`config.mk`:
```
export PLATFORM = sky130hd
export DESIGN_NAME = sprite_addr_gen_flat
export DESIGN_NICKNAME = d
export VERILOG_FILES = /design/src/rtl/sprite_pkg.sv /design/src/rtl/sprite_addr_gen_if.sv /design/src/rtl/sprite_anim_seq.sv /design/src/rtl/sprite_addr_gen.sv /design/src/flat_wrapper.sv
export SDC_FILE = /design/constraint.sdc
export NUM_CORES = 1
export LEC_CHECK = 0
export BUFFER_PORTS_ARGS = -buffer_cell sky130_fd_sc_hd__buf_4
export CAP_MARGIN = 30
export CORE_MARGIN = 3
export CORE_UTILIZATION = 30
export CTS_BUF_LIST = sky130_fd_sc_hd__clkbuf_4
export DETAILED_ROUTE_END_ITERATION = 10
export GPL_TIMING_DRIVEN = 0
export SLEW_MARGIN = 20
export SYNTH_ARGS = -nofsm -noshare
export SYNTH_HDL_FRONTEND = slang
export SYNTH_SLANG_ARGS = --single-unit
```
`constraint.sdc`:
```
create_clock -name vga_clk -period 1.85 [get_ports vga_clk]
set_clock_uncertainty 0.15 [all_clocks]
set_input_delay 0.185 -clock vga_clk [delete_from_list [all_inputs] [get_ports vga_clk]]
set_output_delay 0.185 -clock vga_clk [all_outputs]
set_load 0.01 [all_outputs]
```
`src/rtl/sprite_pkg.sv`:
```
// Shared types and constants for the sprite address generator and its animation sequencer.
package sprite_pkg;

    typedef enum logic {IDLE, PLAY} anim_state_t;

    localparam int SCREEN_W = 640;
    localparam int SCREEN_H = 480;

    typedef logic [9:0] coord_t;

endpackage

```
`src/rtl/sprite_addr_gen_if.sv`:
```
// Beam/sprite position inputs and ROM address/animation outputs of sprite_addr_gen.
interface sprite_addr_gen_if
    import sprite_pkg::*;
#(
    parameter int ADDR_W = 14,
    parameter int FW     = 2
);
    coord_t            draw_x;
    coord_t            draw_y;
    logic              vsync;
    coord_t            sprite_x;
    coord_t            sprite_y;
    logic              facing_left;
    logic              trigger;
    logic [ADDR_W-1:0] rom_address;
    logic              in_sprite;
    logic              in_sprite_px;
    logic [FW-1:0]     frame_idx;
    logic              busy;
    logic              done;

    modport master (
        output draw_x, draw_y, vsync, sprite_x, sprite_y, facing_left, trigger,
        input  rom_address, in_sprite, in_sprite_px, frame_idx, busy, done
    );

    modport slave (
        input  draw_x, draw_y, vsync, sprite_x, sprite_y, facing_left, trigger,
        output rom_address, in_sprite, in_sprite_px, frame_idx, busy, done
    );
endinterface

```
`src/rtl/sprite_anim_seq.sv`:
```
// Animation sequencer: vsync fall detector, pending trigger, per-frame hold counter and frame index.
module sprite_anim_seq
    import sprite_pkg::*;
#(
    parameter int NUM_FRAMES = 4,
    parameter int FRAME_HOLD = 6,
    localparam int FW = (NUM_FRAMES > 1) ? $clog2(NUM_FRAMES) : 1,
    localparam int HW = (FRAME_HOLD > 1) ? $clog2(FRAME_HOLD) : 1
) (
    input  logic          vga_clk,
    input  logic          rst_n,
    input  logic          i_vsync,
    input  logic          i_trigger,
    output logic [FW-1:0] o_frame_idx,
    output logic          o_busy,
    output logic          o_done
);

    anim_state_t   r_state, w_state_next;
    logic          r_vsync_q;
    logic          r_pend, w_pend_next;
    logic [HW-1:0] r_hold, w_hold_next;
    logic [FW-1:0] r_frame, w_frame_next;
    logic          r_done, w_done_next;
    logic          w_vs_fall;

    assign w_vs_fall = r_vsync_q & ~i_vsync;

    always_ff @(posedge vga_clk or negedge rst_n) begin
        if (!rst_n) begin
            r_state   <= IDLE;
            r_vsync_q <= 1'b1;
            r_pend    <= 1'b0;
            r_hold    <= '0;
            r_frame   <= '0;
            r_done    <= 1'b0;
        end else begin
            r_state   <= w_state_next;
            r_vsync_q <= i_vsync;
            r_pend    <= w_pend_next;
            r_hold    <= w_hold_next;
            r_frame   <= w_frame_next;
            r_done    <= w_done_next;
        end
    end

    // Frame index only moves on a vsync fall, so a frame is never torn mid-screen.
    always_comb begin
        w_state_next = r_state;
        w_pend_next  = r_pend;
        w_hold_next  = r_hold;
        w_frame_next = r_frame;
        w_done_next  = 1'b0;
        case (r_state)
            IDLE: begin
                if (w_vs_fall && r_pend) begin
                    w_state_next = PLAY;
                    w_pend_next  = 1'b0;
                    w_hold_next  = '0;
                    w_frame_next = '0;
                end else if (i_trigger) begin
                    w_pend_next = 1'b1;
                end
            end
            PLAY: begin
                if (w_vs_fall) begin
                    if (r_hold == HW'(FRAME_HOLD - 1)) begin
                        w_hold_next = '0;
                        if (r_frame == FW'(NUM_FRAMES - 1)) begin
                            w_state_next = IDLE;
                            w_frame_next = '0;
                            w_done_next  = 1'b1;
                        end else begin
                            w_frame_next = r_frame + 1'b1;
                        end
                    end else begin
                        w_hold_next = r_hold + 1'b1;
                    end
                end
            end
            default: w_state_next = IDLE;
        endcase
    end

    assign o_frame_idx = r_frame;
    assign o_busy      = (r_state == PLAY);
    assign o_done      = r_done;

endmodule

```
`src/rtl/sprite_addr_gen.sv`:
```
// Sprite ROM address generator with animation frames; define SPRITE_MIRROR_EN to enable facing_left mirroring.
module sprite_addr_gen
    import sprite_pkg::*;
#(
    parameter int SPRITE_W   = 64,
    parameter int SPRITE_H   = 64,
    parameter int NUM_FRAMES = 4,
    parameter int FRAME_HOLD = 6,
    parameter int ADDR_W     = 14,
    localparam int FW = (NUM_FRAMES > 1) ? $clog2(NUM_FRAMES) : 1
) (
    input  logic            vga_clk,
    input  logic            rst_n,
    sprite_addr_gen_if.slave bus
);

    localparam int FRAME_SZ = SPRITE_W * SPRITE_H;

    logic [FW-1:0]     w_frame_idx;
    logic              w_busy;
    logic              w_done;
    logic [10:0]       w_col, w_row, w_col_m;
    logic              w_in_x, w_in_y, w_in;
    logic [ADDR_W-1:0] w_addr;
    logic [ADDR_W-1:0] r_addr;
    logic              r_in, r_in_px;

    sprite_anim_seq #(
        .NUM_FRAMES (NUM_FRAMES),
        .FRAME_HOLD (FRAME_HOLD)
    ) u_seq (
        .vga_clk     (vga_clk),
        .rst_n       (rst_n),
        .i_vsync     (bus.vsync),
        .i_trigger   (bus.trigger),
        .o_frame_idx (w_frame_idx),
        .o_busy      (w_busy),
        .o_done      (w_done)
    );

    // Box limits are compared at 11 bits so a sprite near the right/bottom edge cannot wrap.
    always_comb begin
        w_col  = {1'b0, bus.draw_x} - {1'b0, bus.sprite_x};
        w_row  = {1'b0, bus.draw_y} - {1'b0, bus.sprite_y};
        w_in_x = (bus.draw_x >= bus.sprite_x) &&
                 ({1'b0, bus.draw_x} < ({1'b0, bus.sprite_x} + 11'(SPRITE_W)));
        w_in_y = (bus.draw_y >= bus.sprite_y) &&
                 ({1'b0, bus.draw_y} < ({1'b0, bus.sprite_y} + 11'(SPRITE_H)));
        w_in   = w_in_x && w_in_y;
`ifdef SPRITE_MIRROR_EN
        w_col_m = bus.facing_left ? (11'(SPRITE_W - 1) - w_col) : w_col;
`else
        w_col_m = w_col;
`endif
        w_addr = '0;
        if (w_in) begin
            w_addr = ADDR_W'(32'(w_frame_idx) * 32'(FRAME_SZ) +
                             32'(w_row) * 32'(SPRITE_W) + 32'(w_col_m));
        end
    end

    // in_sprite_px trails by one more cycle to line up with the reader's registered RGB.
    always_ff @(posedge vga_clk or negedge rst_n) begin
        if (!rst_n) begin
            r_addr  <= '0;
            r_in    <= 1'b0;
            r_in_px <= 1'b0;
        end else begin
            r_addr  <= w_addr;
            r_in    <= w_in;
            r_in_px <= r_in;
        end
    end

    assign bus.rom_address  = r_addr;
    assign bus.in_sprite    = r_in;
    assign bus.in_sprite_px = r_in_px;
    assign bus.frame_idx    = w_frame_idx;
    assign bus.busy         = w_busy;
    assign bus.done         = w_done;

endmodule

```
`src/flat_wrapper.sv`:
```
// flat-port wrapper written by rule: the top's interface ports become plain ports
module sprite_addr_gen_flat import sprite_pkg::*;
#(
    parameter int SPRITE_W   = 64,
    parameter int SPRITE_H   = 64,
    parameter int NUM_FRAMES = 4,
    parameter int FRAME_HOLD = 6,
    parameter int ADDR_W     = 14,
    localparam int FW = (NUM_FRAMES > 1) ? $clog2(NUM_FRAMES) : 1
)
  (vga_clk, rst_n, bus_draw_x, bus_draw_y, bus_vsync, bus_sprite_x, bus_sprite_y, bus_facing_left, bus_trigger, bus_rom_address, bus_in_sprite, bus_in_sprite_px, bus_frame_idx, bus_busy, bus_done);
  sprite_addr_gen_if #(.ADDR_W(ADDR_W), .FW(2)) bus_i ();
  input  logic vga_clk;
  input  logic rst_n;
  input wire logic [$bits(bus_i.draw_x)-1:0] bus_draw_x;
  input wire logic [$bits(bus_i.draw_y)-1:0] bus_draw_y;
  input wire logic [$bits(bus_i.vsync)-1:0] bus_vsync;
  input wire logic [$bits(bus_i.sprite_x)-1:0] bus_sprite_x;
  input wire logic [$bits(bus_i.sprite_y)-1:0] bus_sprite_y;
  input wire logic [$bits(bus_i.facing_left)-1:0] bus_facing_left;
  input wire logic [$bits(bus_i.trigger)-1:0] bus_trigger;
  output wire logic [$bits(bus_i.rom_address)-1:0] bus_rom_address;
  output wire logic [$bits(bus_i.in_sprite)-1:0] bus_in_sprite;
  output wire logic [$bits(bus_i.in_sprite_px)-1:0] bus_in_sprite_px;
  output wire logic [$bits(bus_i.frame_idx)-1:0] bus_frame_idx;
  output wire logic [$bits(bus_i.busy)-1:0] bus_busy;
  output wire logic [$bits(bus_i.done)-1:0] bus_done;
  assign bus_i.draw_x = bus_draw_x;
  assign bus_i.draw_y = bus_draw_y;
  assign bus_i.vsync = bus_vsync;
  assign bus_i.sprite_x = bus_sprite_x;
  assign bus_i.sprite_y = bus_sprite_y;
  assign bus_i.facing_left = bus_facing_left;
  assign bus_i.trigger = bus_trigger;
  assign bus_rom_address = bus_i.rom_address;
  assign bus_in_sprite = bus_i.in_sprite;
  assign bus_in_sprite_px = bus_i.in_sprite_px;
  assign bus_frame_idx = bus_i.frame_idx;
  assign bus_busy = bus_i.busy;
  assign bus_done = bus_i.done;
  sprite_addr_gen #(.SPRITE_W(SPRITE_W), .SPRITE_H(SPRITE_H), .NUM_FRAMES(NUM_FRAMES), .FRAME_HOLD(FRAME_HOLD), .ADDR_W(ADDR_W)) u_core (.vga_clk(vga_clk), .rst_n(rst_n), .bus(bus_i));
endmodule
```
; ---- Word-level counts from Yosys, hierarchy flattened
; Index checks and enable logic that the tools add are counted.
[totals]
register_bits = 25
input_bits = 45
out_inout_bits = 20
wordCells = 58
[classes]
n_addsub = 8
magnitude_cmp = 4
n_eq_ne = 5
n_mux = 21
n_bitwise = 3
n_reduce_logical = 8
[op_table]
columns = operator, count
row1 = "adder 10 x 7 -> 11 bit, second input constant", 2
row2 = < comparator 10 x 11 -> 1 bit, 2
row3 = greater-or-equal comparator 10 bit, 2
row4 = adder 14 x 11 -> 14 bit, 1
row5 = adder 14 bit, 1
row6 = two-way mux 14 bit, 1
row7 = subtractor 10 x 10 -> 11 bit, 1
row8 = two-way mux 1 bit, 10
row9 = two-way mux 3 bit, 3
row10 = two-way mux 2 bit, 4
row11 = subtractor 8 bit, 1
row12 = one-hot mux 3 bit (2 select lines), 1
row13 = logical AND 1 bit, 4
row14 = "inequality test 2 x 1 -> 1 bit, second input constant", 2
row15 = one-hot mux 2 bit (2 select lines), 1
row16 = AND reduction 2 bit, 2
row17 = "adder 3 x 1 -> 3 bit, second input constant", 1
row18 = "== test 3 bit, second input constant", 1
row19 = AND reduction 3 bit, 1
row20 = "adder 2 x 1 -> 2 bit, second input constant", 1
row21 = "== test 2 bit, second input constant", 1
row22 = "inequality test 2 bit, second input constant", 1
row23 = NOT 1 bit, 2
row24 = one-hot mux 1 bit (2 select lines), 1
row25 = 2 further kinds, 2

; ---- Depth between registers and ports, before layout
[logic_depth]
word_depth = 5
mapped_depth = 17
depth_no_buf = 17

; ---- By module
; A second synthesis with hierarchy kept.
[hier_totals]
hier_cells = 262
area_unflattened_um2 = 2364.8
[by_module_without_submodules]
columns = mod, n_inst, cells_per_inst, area_per_inst_um2, seq_area_each_um2
row1 = sprite_addr_gen, 1, 227, 1945.6, 400.4
row2 = sprite_anim_seq, 1, 35, 419.2, 226.5

; ---- Least setup slack after synthesis
; OpenSTA, ideal clock, no wires.
[synth_path]
path_kind = input to register
start = input port bus_draw_x[0]
end = register u_core.r_addr[12], in the netlist u_core.bus.rom_address[12]
arrival_time_ns = 2.897
t_required_ns = 1.582
slack_ns = -1.316
path_stages = 17
path_buffers = 0
path_cell_list = inv_1 ha_1 inv_1 fa_1 a21o_1 a21oi_1 o21bai_1 a21oi_1 xnor2_1 ha_1 fa_1 a21o_1 a21oi_1 nor2b_1 o211ai_1 xor2_1 nor2_1
[synth_between]
elab_chain_len = 4
[synth_lines]
columns = item, line_no
row1 = from (decl), flat_wrapper.sv:15  ; input wire logic [$bits(bus_i.draw_x)-1:0] bus_draw_x;
row2 = "parallel branches: the longest is 3 deep, another holds adder 14 x 11 -> 14 bit", -
row3 = two-way mux 14 bit (*), sprite_addr_gen.sv:56  ; if (w_in) begin
row4 = named net u_core.w_addr[12], sprite_addr_gen.sv:24  ; logic [ADDR_W-1:0] w_addr;
row5 = to (signal assigned), sprite_addr_gen.sv:69  ; r_addr <= w_addr;
row6 = to (decl), sprite_addr_gen.sv:25  ; logic [ADDR_W-1:0] r_addr;
; Mark *: on every way through the listed nets, which the timed path passes.
; A chain may end at the register's enable or synchronous reset.

; ---- Worst setup path after layout
; Ends and elaborated chain as after synthesis.

==> flow_summary.json <==
{
  "cts-htree-levels": 1,
  "fp.dieH_um": 93.70,
  "grt_pass1_wl_mm": 8.804,
  "cp.arrival_ns": 2.82,
  "via_per_inst": 4.739,
  "cts_tree": "yes",
  "hpwl_mm": 4.408,
  "antenna_found_initial": 0,
  "cp-start-kind": "input port",
  "p_sw_frac": 0.3895,
  "slew_violations": 0,
  "first_global_vias": 2024,
  "wl_met2_mm": 2.628,
  "cts.sinks": 25,
  "most-common-layout-cells": "buf_4 (65), inv_1 (29), ha_1 (29)",
  "die_w_um": 93.70,
  "outcome": "finished with violations",
  "grt_use_total": 0.1210,
  "ir_drop_uv": 274.8,
  "hold_violations": 0,
  "post-route-util": 0.4474,
  "hp-class": "input port to flip-flop",
  "syn_area_um2": 2307,
  "avgSynthCellArea_um2": 8.977,
  "violations": "setup timing",
  "layout_commonest_cell": "buf_4",
  "slew_headroom": 0.5795,
  "ys_warn_count": 0,
  "core_um2": 7370,
  "async_flop_share": 1.000,
  "top_layer": "met4",
  "synth-seq-cells": 25,
  "cts-root-buf": "clkbuf_4",
  "ys_types": 43,
  "grt_remaining_overflow": 0,
  "place.gp.congestion": 0.8156,
  "cts.reportedPaths.clkPinSlew_ns": 0.14,
  "ant_nets": 0,
  "wl_per_cell_um": 12.15,
  "vias": 2066,
  "n_fill_cell": 736,
  "drt_iter0_markers": 59,
  "start_util": 0.3131,
  "rows": 31,
  "grt_setup_unrepaired": "yes",
  "seqPwrFrac": 0.322,
  "boundaryPins": 65,
  "synth_edf_count": 0,
  "grt_max_degree": 26,
  "wl_met1_mm": 2.398,
  "met3_length_um": 240,
  "drive_gt1_frac": 0.3620,
  "final_area_um2": 3297,
  "cp.required_ns": 1.93,
  "final.setup.worst_slack_ns": -0.8920,
  "dpl-instance-area_um2": 3009,
  "finalCriticalPeriod_ns": 2.742,
  "insertedDiodeCount": 0,
  "power_density_nw_per_um2": 649.8,
  "clock_path_buffers": 2,
  "synthToLayoutAreaGrowth_pct": 42.90,
  "p_switching_w": 0.0008345,
  "route.detailed.drc": 0,
  "clk_latency_ns": 0.32,
  "critPathKind": "input port to flip-flop",
  "share_comb_of_total_power": 0.562,
  "first_pass_iters": 4,
  "setup_viol": 15,
  "nNetsFinal": 423,
  "p_int_w": 0.001308,
  "tightest_slew_ns": 0.6241,
  "synthCells": 257,
  "p_clk_frac": 0.116,
  "fin_crit_sh": 1.482,
  "clock.fmax_mhz": 364.7,
  "seq_area_frac_synth": 0.2717,
  "tns_ns": -5.211,
  "numCtsBuffers": 3,
  "power.leakage_nw": 1.615,
  "port-buffer-count": 63,
  "maxCapViolCount": 0,
  "path_max_fanout": 3,
  "dieArea_um2": 8779,
  "wl_mm": 5.297,
  "ys.flop_type": "dfrtp_1",
  "endpoint_kind": "flip-flop",
  "synth_nets": 342
}
-- per-stage QoR --
stage / instances / hold slack, ns / total power, W / worst slack, ns
after CTS: 433 / 0.01702 / 0.002067 / -0.9443
after detailed placement: 419 / -0.04630 / 0.001734 / -1.362
final: 436 / 0.02205 / 0.002142 / -0.8920
after global placement: 419 / -0.04992 / 0.001713 / -1.394
after global routing: 436 / 0.002016 / 0.002326 / -1.067
after floorplan: 257 / -0.2606 / 0.001425 / -1.010
-- state kept, by name, indices dropped and copies added (netlist names) --
signal	cells
u_core.bus.in_sprite_px	1
u_core.u_seq.o_busy	1
u_core.bus.in_sprite	1
u_core.u_seq.o_frame_idx	2
u_core.u_seq.r_vsync_q	1
u_core.u_seq.o_done	1
u_core.bus.rom_address	14
u_core.u_seq.r_pend	1
u_core.u_seq.r_hold	3
-- cells by family (layout without fill, tap and decap cells) --
kind of cell,count (synthesis),after routing,synth area share
DFF,25,25,0.2717
AOI/OAI and AO/OA,66,66,0.2034
muxes,1,1,0.004339
adders and majority gates,40,40,0.2267
and+or+nand+nor,67,67,0.1508
buffers and inverters,37,117,0.06345
xor gates and xnor gates,21,21,0.07972
-- power by group through the flow --
stage	Combinational [W]	Sequential, W	Clock (W)
global placement	0.00101	0.000700	0
detailed placement	0.00103	0.000700	0
CTS	0.00112	0.000690	0.000256
global route	0.00134	0.000700	0.000284
finish	0.00120	0.000690	0.000248
floorplan	0.000723	0.000702	0
-- timing repair --
item,CTS,global route
gates cloned,1,0
pin swaps,17,18
endpoints found under the setup margin,15,15
gates resized for setup,20,16
hold buffers,3,0
buffers inserted,6,3
endpoints found under the hold margin,27,0
-- worst paths after layout --
check                                       start                    endpoint  slack [ns]  cells after the start
setup / recovery                    bus_draw_x[0]  u_core.bus.rom_address[12]       -0.89                     18
hold / removal                        bus_trigger         u_core.u_seq.r_pend        0.02                      3
setup reg to reg           u_core.u_seq.r_vsync_q      u_core.u_seq.r_hold[1]        0.16                      3
hold reg to reg              u_core.bus.in_sprite     u_core.bus.in_sprite_px        0.23                      0
max in group asynchronous                   rst_n      u_core.u_seq.r_vsync_q        1.14                      2
min in group asynchronous                   rst_n     u_core.bus.in_sprite_px        0.13                      2
-- metal layers --
metal  vias up  GRT usage
met2        46     0.2176
met5         -          0
li1       1067          -
met4         0    0.02166
met1       949     0.1581
met3         4    0.01122
-- Yosys cell counts, types with 2 or more instances --
library cell / count / share of area
o21a_1: 5 / 0.016
xnor2_1: 13 / 0.049
o21bai_1: 2 / 0.0065
nand2b_1: 3 / 0.0081
a21oi_1: 14 / 0.030
nand2_1: 9 / 0.015
a21o_1: 6 / 0.020
or3_1: 2 / 0.0054
o21ai_0: 14 / 0.030
inv_1: 36 / 0.059
a211oi_1: 4 / 0.013
nand4_1: 5 / 0.014
a22oi_1: 2 / 0.0065
a31oi_1: 4 / 0.011
nand3_1: 10 / 0.022
dfrtp_1: 24 / 0.26
ha_1: 37 / 0.20
a22o_1: 3 / 0.011
fa_1: 3 / 0.026
xor2_1: 8 / 0.030
and3_1: 4 / 0.011
nor2b_1: 3 / 0.0081
nor3b_1: 2 / 0.0065
nor2_1: 24 / 0.039
a211o_1: 2 / 0.0076
-- critical path, cell delays in order --
cell and delay, ns:
buf_8 0.11, inv_12 0.04, ha_4 0.12, inv_2 0.03, fa_2 0.33, a21o_1 0.19, a21oi_4 0.14, o21bai_1 0.07
a21oi_1 0.15, xnor2_1 0.09, ha_2 0.20, fa_2 0.35, a21o_1 0.18, a21oi_2 0.16, nor2b_1 0.06, o211ai_1 0.18
xor2_1 0.17, nor2_1 0.05
-- layout make-up --
class	count	area (µm²)	share of cell area
flip-flops and latches	25	626.9	0.1901
well taps	99	123.9	0.03757
multi-input cells	195	1742	0.5283
inverters	36	147.6	0.04478
clock buffers	3	22.52	0.006831
repair buffers	76	615.6	0.1867
clock inverters	1	7.507	0.002277
plain buffers	1	11.26	0.003416
Power figures use the tool's default switching activity.
